<file path="src/rtl/ne_fp_add_pkg.sv">
// Shared constants for the ne_fp_add adder-sharing block: default operand/result
// widths, adder mode encodings and status-field bit positions.
package ne_fp_add_pkg;

  localparam int BWA_DEF = 41;
  localparam int BWZ_DEF = 42;

  localparam logic [2:0] MODE_TF32 = 3'b100;
  localparam logic [2:0] MODE_FP8  = 3'b010;
  localparam logic [2:0] MODE_INT8 = 3'b001;

  localparam int ST_NAN  = 2;
  localparam int ST_INF  = 1;
  localparam int ST_ZERO = 0;

endpackage

</file>
<file path="src/rtl/ne_fp_add_arb_chk.sv">
// Invariant checker for the arbiter's response buffer and credit counter.
module ne_fp_add_arb_chk #(
  parameter int DEPTH = 4,
  parameter int CW    = 3
) (
  input logic          clk_i,
  input logic          rst_i,
  input logic          push_i,
  input logic          pop_i,
  input logic [CW-1:0] count_i,
  input logic [CW-1:0] credit_i
);

  a_no_push_full: assert property (@(posedge clk_i) disable iff (rst_i)
    !(push_i && (count_i == CW'(DEPTH))));

  a_no_pop_empty: assert property (@(posedge clk_i) disable iff (rst_i)
    !(pop_i && (count_i == '0)));

  a_credit_range: assert property (@(posedge clk_i) disable iff (rst_i)
    credit_i <= CW'(DEPTH));

endmodule

</file>
<file path="src/rtl/ne_fp_add_arb_rsp_fifo.sv">
// Response FIFO: the head entry lives in its own output register, the remaining
// DEPTH-1 entries sit in a small ring behind it.
module ne_fp_add_arb_rsp_fifo
  import ne_fp_add_pkg::*;
#(
  parameter int W     = 8,
  parameter int DEPTH = 4,
  localparam int CW   = $clog2(DEPTH + 1),
  localparam int MD   = DEPTH - 1,
  localparam int PW   = (MD > 1) ? $clog2(MD) : 1
) (
  input  logic          clk_i,
  input  logic          rst_i,
  input  logic          push_i,
  input  logic [W-1:0]  din_i,
  input  logic          pop_i,
  output logic          vld_o,
  output logic [W-1:0]  dout_o,
  output logic [CW-1:0] count_o
);

  logic [W-1:0]  mem_q [MD];
  logic [PW-1:0] rd_q, wr_q;
  logic [CW-1:0] count_q, count_d, mem_cnt_s;
  logic [W-1:0]  out_q;
  logic          vld_q, pop_s;

  function automatic logic [PW-1:0] ptr_nxt(input logic [PW-1:0] p);
    return (p == PW'(MD - 1)) ? '0 : p + PW'(1);
  endfunction

  always_comb begin
    pop_s     = pop_i & vld_q;
    mem_cnt_s = count_q - {{(CW-1){1'b0}}, vld_q};
    case ({push_i, pop_s})
      2'b10:   count_d = count_q + CW'(1);
      2'b01:   count_d = count_q - CW'(1);
      default: count_d = count_q;
    endcase
  end

  // Head register refills from the ring on pop, or directly from din when the ring is empty.
  always_ff @(posedge clk_i) begin
    if (rst_i) begin
      rd_q    <= '0;
      wr_q    <= '0;
      count_q <= '0;
      out_q   <= '0;
      vld_q   <= 1'b0;
    end else begin
      count_q <= count_d;
      if (pop_s) begin
        if (mem_cnt_s != '0) begin
          out_q <= mem_q[rd_q];
          rd_q  <= ptr_nxt(rd_q);
          if (push_i) begin
            mem_q[wr_q] <= din_i;
            wr_q        <= ptr_nxt(wr_q);
          end
        end else if (push_i) begin
          out_q <= din_i;
        end else begin
          vld_q <= 1'b0;
        end
      end else if (push_i) begin
        if (!vld_q) begin
          out_q <= din_i;
          vld_q <= 1'b1;
        end else begin
          mem_q[wr_q] <= din_i;
          wr_q        <= ptr_nxt(wr_q);
        end
      end
    end
  end

  assign vld_o   = vld_q;
  assign dout_o  = out_q;
  assign count_o = count_q;

endmodule

</file>
<file path="src/rtl/ne_fp_add_arb.sv">
// Round-robin sharing of one pipelined adder among N_REQ requesters, with an
// in-order, credit-protected response FIFO.
module ne_fp_add_arb
  import ne_fp_add_pkg::*;
#(
  parameter int N_REQ = 4,
  parameter int BWA   = BWA_DEF,
  parameter int BWZ   = BWZ_DEF,
  parameter int LAT   = 1,
  parameter int DEPTH = 4,
  localparam int IW   = (N_REQ > 1) ? $clog2(N_REQ) : 1,
  localparam int CW   = $clog2(DEPTH + 1)
) (
  input  logic                 clk_i,
  input  logic                 rst_i,
  input  logic [N_REQ-1:0]     req_vld_i,
  output logic [N_REQ-1:0]     req_rdy_o,
  input  logic [N_REQ*BWA-1:0] req_a_i,
  input  logic [N_REQ*BWA-1:0] req_b_i,
  input  logic [N_REQ*3-1:0]   req_mode_i,
  output logic [BWA-1:0]       add_a_o,
  output logic [BWA-1:0]       add_b_o,
  output logic [2:0]           add_mode_o,
  input  logic [BWZ-1:0]       add_z_i,
  output logic                 rsp_vld_o,
  input  logic                 rsp_rdy_i,
  output logic [IW-1:0]        rsp_id_o,
  output logic [BWZ-1:0]       rsp_z_o,
  output logic                 busy_o
);

  logic [IW-1:0]  rr_q, rr_d, win_s;
  logic [CW-1:0]  credit_q, credit_d, fifo_cnt_s;
  logic [BWA-1:0] add_a_q, add_b_q, add_a_s, add_b_s;
  logic [2:0]     mode_q, mode_s;
  logic           issue_s, pop_s;
  logic [N_REQ-1:0] rdy_s;
  logic [LAT-1:0] tv_q;
  logic [IW-1:0]  tid_q [LAT];

  // First valid requester at or above ptr, wrapping past N_REQ-1.
  function automatic logic [IW-1:0] rr_pick(input logic [N_REQ-1:0] vld,
                                            input logic [IW-1:0]    ptr);
    logic [IW-1:0] idx;
    logic          found;
    rr_pick = ptr;
    found   = 1'b0;
    idx     = ptr;
    for (int i = 0; i < N_REQ; i++) begin
      if (!found && vld[idx]) begin
        rr_pick = idx;
        found   = 1'b1;
      end
      idx = (idx == IW'(N_REQ - 1)) ? '0 : idx + IW'(1);
    end
  endfunction

  always_comb begin
    win_s   = rr_pick(req_vld_i, rr_q);
    issue_s = (credit_q != '0) && (|req_vld_i);
    rdy_s   = '0;
    add_a_s = add_a_q;
    add_b_s = add_b_q;
    mode_s  = mode_q;
    rr_d    = rr_q;
    if (issue_s) begin
      rdy_s[win_s] = 1'b1;
      add_a_s      = req_a_i[win_s*BWA +: BWA];
      add_b_s      = req_b_i[win_s*BWA +: BWA];
      mode_s       = req_mode_i[win_s*3 +: 3];
      rr_d         = (win_s == IW'(N_REQ - 1)) ? '0 : win_s + IW'(1);
    end else begin
      rdy_s = '0;
    end
    // A pop never frees a slot for an issue in the same cycle.
    case ({issue_s, pop_s})
      2'b10:   credit_d = credit_q - CW'(1);
      2'b01:   credit_d = credit_q + CW'(1);
      default: credit_d = credit_q;
    endcase
  end

  always_ff @(posedge clk_i) begin
    if (rst_i) begin
      rr_q     <= '0;
      credit_q <= CW'(DEPTH);
      add_a_q  <= '0;
      add_b_q  <= '0;
      mode_q   <= 3'b000;
      tv_q     <= '0;
      for (int i = 0; i < LAT; i++) tid_q[i] <= '0;
    end else begin
      rr_q     <= rr_d;
      credit_q <= credit_d;
      add_a_q  <= add_a_s;
      add_b_q  <= add_b_s;
      mode_q   <= mode_s;
      tv_q[0]  <= issue_s;
      tid_q[0] <= win_s;
      for (int i = 1; i < LAT; i++) begin
        tv_q[i]  <= tv_q[i-1];
        tid_q[i] <= tid_q[i-1];
      end
    end
  end

  assign pop_s = rsp_vld_o & rsp_rdy_i;

  ne_fp_add_arb_rsp_fifo #(.W(IW + BWZ), .DEPTH(DEPTH)) u_fifo (
    .clk_i   (clk_i),
    .rst_i   (rst_i),
    .push_i  (tv_q[LAT-1]),
    .din_i   ({tid_q[LAT-1], add_z_i}),
    .pop_i   (rsp_rdy_i),
    .vld_o   (rsp_vld_o),
    .dout_o  ({rsp_id_o, rsp_z_o}),
    .count_o (fifo_cnt_s)
  );

  ne_fp_add_arb_chk #(.DEPTH(DEPTH), .CW(CW)) u_chk (
    .clk_i    (clk_i),
    .rst_i    (rst_i),
    .push_i   (tv_q[LAT-1]),
    .pop_i    (pop_s),
    .count_i  (fifo_cnt_s),
    .credit_i (credit_q)
  );

  assign req_rdy_o  = rdy_s;
  assign add_a_o    = add_a_s;
  assign add_b_o    = add_b_s;
  assign add_mode_o = mode_s;
  assign busy_o     = (credit_q != CW'(DEPTH));

endmodule
</file>
<file path="config.mk">
export PLATFORM = sky130hd
export DESIGN_NAME = ne_fp_add_arb
export DESIGN_NICKNAME = d
export VERILOG_FILES = /design/src/rtl/ne_fp_add_pkg.sv /design/src/rtl/ne_fp_add_arb_chk.sv /design/src/rtl/ne_fp_add_arb_rsp_fifo.sv /design/src/rtl/ne_fp_add_arb.sv
export SDC_FILE = /design/constraint.sdc
export NUM_CORES = 1
export LEC_CHECK = 0
export ABC_AREA = 1
export CELL_PAD_IN_SITES_DETAIL_PLACEMENT = 0
export CELL_PAD_IN_SITES_GLOBAL_PLACEMENT = 2
export CORE_MARGIN = 1.5
export CORE_UTILIZATION = 28
export CTS_BUF_LIST = sky130_fd_sc_hd__clkbuf_8
export DETAILED_ROUTE_END_ITERATION = 7
export PLACE_DENSITY_LB_ADDON = 0.1
export SYNTH_ARGS = -nofsm -noshare
export SYNTH_HDL_FRONTEND = slang
export SYNTH_SLANG_ARGS = --single-unit
</file>
<file path="constraint.sdc">
create_clock -name clk_i -period 14.6 [get_ports clk_i]
set_clock_uncertainty 0.1 [all_clocks]
set_input_delay 2.92 -clock clk_i [delete_from_list [all_inputs] [get_ports clk_i]]
set_output_delay 2.92 -clock clk_i [all_outputs]
set_load 0.01 [all_outputs]
</file>
==> flow_summary_export.csv <==
group,metric,value,unit
timing,worst_pin_slew,1.23,ns
synthesis,yosysSeqAreaShare,43.6,%
pwr,sequentialPowerShare,17.3,%
timing,hold_viol,0,
job,max_cap_viol_count,0,
pwr,p_sw_share,49.5,%
pwr,power_density,264,nW/µm²
floorplanning,die_w,241,µm
routing,detail_route.first_pass.iterations,5,
place,port_buffers,523,
synthesis,yosysUniqueCellTypes,36,
setup_path,setup.worst_path.end_class,"output pin",
global_routing,antenna_found_initial,31,
synthesis,synth-seq-cells,279,
final_layout,layout-drive-gt1-share,9.36,%
timing,layout_min_cycle_time,10.63,ns
floorplanning,fp-row-count,86,
global_routing,grt_pass1_vias,15500,
clocking,cts_buffer_depth,3,
place,placed_cells,3270,
floorplanning,start_util,28.5,%
place,gp_congestion,0.843,
synthesis,yosys.area.top_type,"edfxtp_1",
timing,rsz0062_at_grt,"no",
global_routing,grt_overflow,0,
synthesis,synth_flop_cell,"dfxtp_1",
synthesis,yosys-top-cells-count,"nand3_1 (524), inv_1 (452), nand2_1 (260)",
pwr,clkPwrFrac,12.9,%
synthesis,synth_most_common_cell,"nand3_1",
pwr,total_power,5960,µW
clocking,clkTransAtPathRegs,0.06,ns
floorplanning,core,55500,µm²
routing,vias,15500,
setup_path,critPathMaxFanout,93,
synthesis,mappedNetlistNets,2526,
setup_path,cp.required,11.58,ns
clocking,postCtsSetupRepairBufs,0,
hold_path,hold_class,"register to register",
timing,relSlewSlack,17.7,%
pwr,p_sw,2950,µW
global_routing,grt.total_usage,22.0,%
synthesis,yosys.area.top_type_share,25.0,%
timing,slew_viol_final,0,
pwr,p_comb_share,69.8,%
routing,drt_iter0_markers,841,
routing,drc,0,
final_layout,syn_to_final_growth,42.8,%
final_layout,multi_input_area,6600,µm²
final_layout,final_util,40.7,%
place,dp_hpwl,45.4,mm
timing,fin_tns_setup,0,ns
clocking,cts_root_buf,"clkbuf_8",
clocking,htree_levels,2,
synthesis,synth_edf_count,132,
routing,viasPerCell,4.59,
synthesis,synthArstFlopShare,0,%
synthesis,ys_warn_count,0,
global_routing,grt_pass1_wl,96.0,mm
clocking,cts.sinks,279,
timing,finalSetupViolations,0,
pwr,p_int,3010,µW
clocking,postCtsHoldBufs,0,
status,status,"completed",
final_layout,seq_area,6910,µm²
synthesis,netlist_instances,2127,
synthesis,avgSynthCellArea,7.44,µm²
setup_path,critPathKind,"primary input to output pin",
clocking,cts_tree,"built",
clocking,insertion_delay,0.63,ns
final_layout,fin_cells,3382,
synthesis,ys_top_cells_by_area,"edfxtp_1 (25%), dfxtp_1 (19%), nand3_1 (17%)",
floorplanning,die-area,58000,µm²
synthesis,synth_area,15800,µm²
global_routing,grt_max_degree,98,
timing,max_freq,94.1,MHz
pwr,ir_drop,0.000173,V
routing,wl,65.1,mm
setup_path,worst_setup_path_start_kind,"primary input",
pwr,p_leak,0.0104,µW
routing,drtAntennaViolNets,0,
setup_path,cp.arrival,7.61,ns
clocking,cts_buffers,52,
floorplanning,ioPinCount,524,
timing,whs,0.364,ns
timing,finalCritPeriodShare,72.8,%
floorplanning,die_h,241,µm
final_layout,nFillCells,5865,
routing,wl_per_cell,19.2,µm
final_layout,nNetsFinal,2975,
clocking,cts_resized,0,
## final cells by class
type	count	share of cell area, %
sequential	279	30.6
multi-input combinational	1246	29.2
inverter	457	7.62
clock buffer	56	3.41
timing repair buffer	540	23.7
tap	748	4.14
antenna	16	0.177
clock inverter	40	1.17
## worst max-delay path, cell delays in order
cell and delay, ns:
clkdlybuf4s50_1 0.51, nand2_1 0.08, nand3_1 0.13, nand2_1 0.10, nand2_1 0.13, nor2_1 0.07, nand2_2 0.13, nand3_4 0.85
nand2_4 0.77, buf_4 0.67, nand2_1 0.14, nand3_1 0.12, nand3_1 0.11, nand2_1 0.13, inv_1 0.04, clkdlybuf4s50_1 0.54
## stage by stage
stage	worst slack, ns	area, µm²
2_1_floorplan	7.29	15800
3_3_place_gp	3.98	21500
3_5_place_dp	3.95	21500
4_1_cts	3.94	22600
5_1_grt	3.50	22600
6_report	3.97	22600
## layer usage
metal,up-vias,share of wire (%),global-route usage (%)
met5,-,0.30,0
met4,30,2.5,6.86
met3,109,7.4,6.92
met2,430,47,36.1
met1,7266,42,27.6
li1,7692,-,-
## cells in the final DEF (no fill, tap or decap), types with 2 or more instances in the layout
cell type,synthesis,layout
a21oi_1,97,97
buf_4,10,18
bufinv_16,0,3
clkbuf_8,0,56
clkdlybuf4s50_1,0,522
clkinv_1,0,9
clkinv_2,0,11
dfxtp_1,147,145
dfxtp_2,0,2
diode_2,0,16
edfxtp_1,132,132
fa_1,2,2
ha_1,8,8
inv_1,452,466
inv_2,4,3
inv_4,1,2
mux2_2,44,44
mux2i_1,44,44
nand2_1,260,259
nand2_2,6,5
nand2_4,2,4
nand3_1,524,523
nand3_4,1,2
nor2_1,102,100
nor2_4,1,3
o211ai_1,2,2
o21ai_0,55,55
or2_2,86,86
## path summary, 6_finish.rpt
path / from / endpoint / slack [ns] / depth (start not counted)
max: req_vld_i[3] / add_a_o[37] / 3.97 / 16
min: u_fifo.dout_o[27] / u_fifo.dout_o[27] / 0.36 / 2
max reg2reg: rr_q[0] / add_b_q[6] / 9.57 / 16
min reg2reg: u_fifo.dout_o[27] / u_fifo.dout_o[27] / 0.36 / 2
## registers in the layout, summed over array words and instances (netlist names), named ones only
name,count
add_a_q,41
add_b_q,41
credit_q,3
mode_q,3
rr_q,2
tid_q,2
tv_q,1
u_fifo.count_o,3
u_fifo.dout_o,44
u_fifo.mem_q,132
u_fifo.rd_q,2
u_fifo.vld_o,1
u_fifo.wr_q,2
## power by group through the flow
stage | registers [µW] | clock network [µW] | logic (µW)
2_1_floorplan | 1050 | 0 | 2410
3_3_place_gp | 1040 | 0 | 4220
3_5_place_dp | 1050 | 0 | 4200
4_1_cts | 1030 | 800 | 4230
5_1_grt | 1050 | 833 | 4610
6_report | 1030 | 768 | 4170
## cells by family (layout without fill, tap and decap cells)
group,count (synthesis),after routing,synth area share [%]
AO/OA/AOI/OAI,160,160,5.20
XOR/XNOR,1,1,0.0553
adder cells (fa/ha/maj),10,10,0.885
buffers and inverters,602,1093,15.0
flip-flops,279,279,43.6
multiplexers,88,88,5.91
other,0,16,0
AND/OR/NAND/NOR,987,987,29.3
No activity file was read; power rests on OpenSTA's default activity.
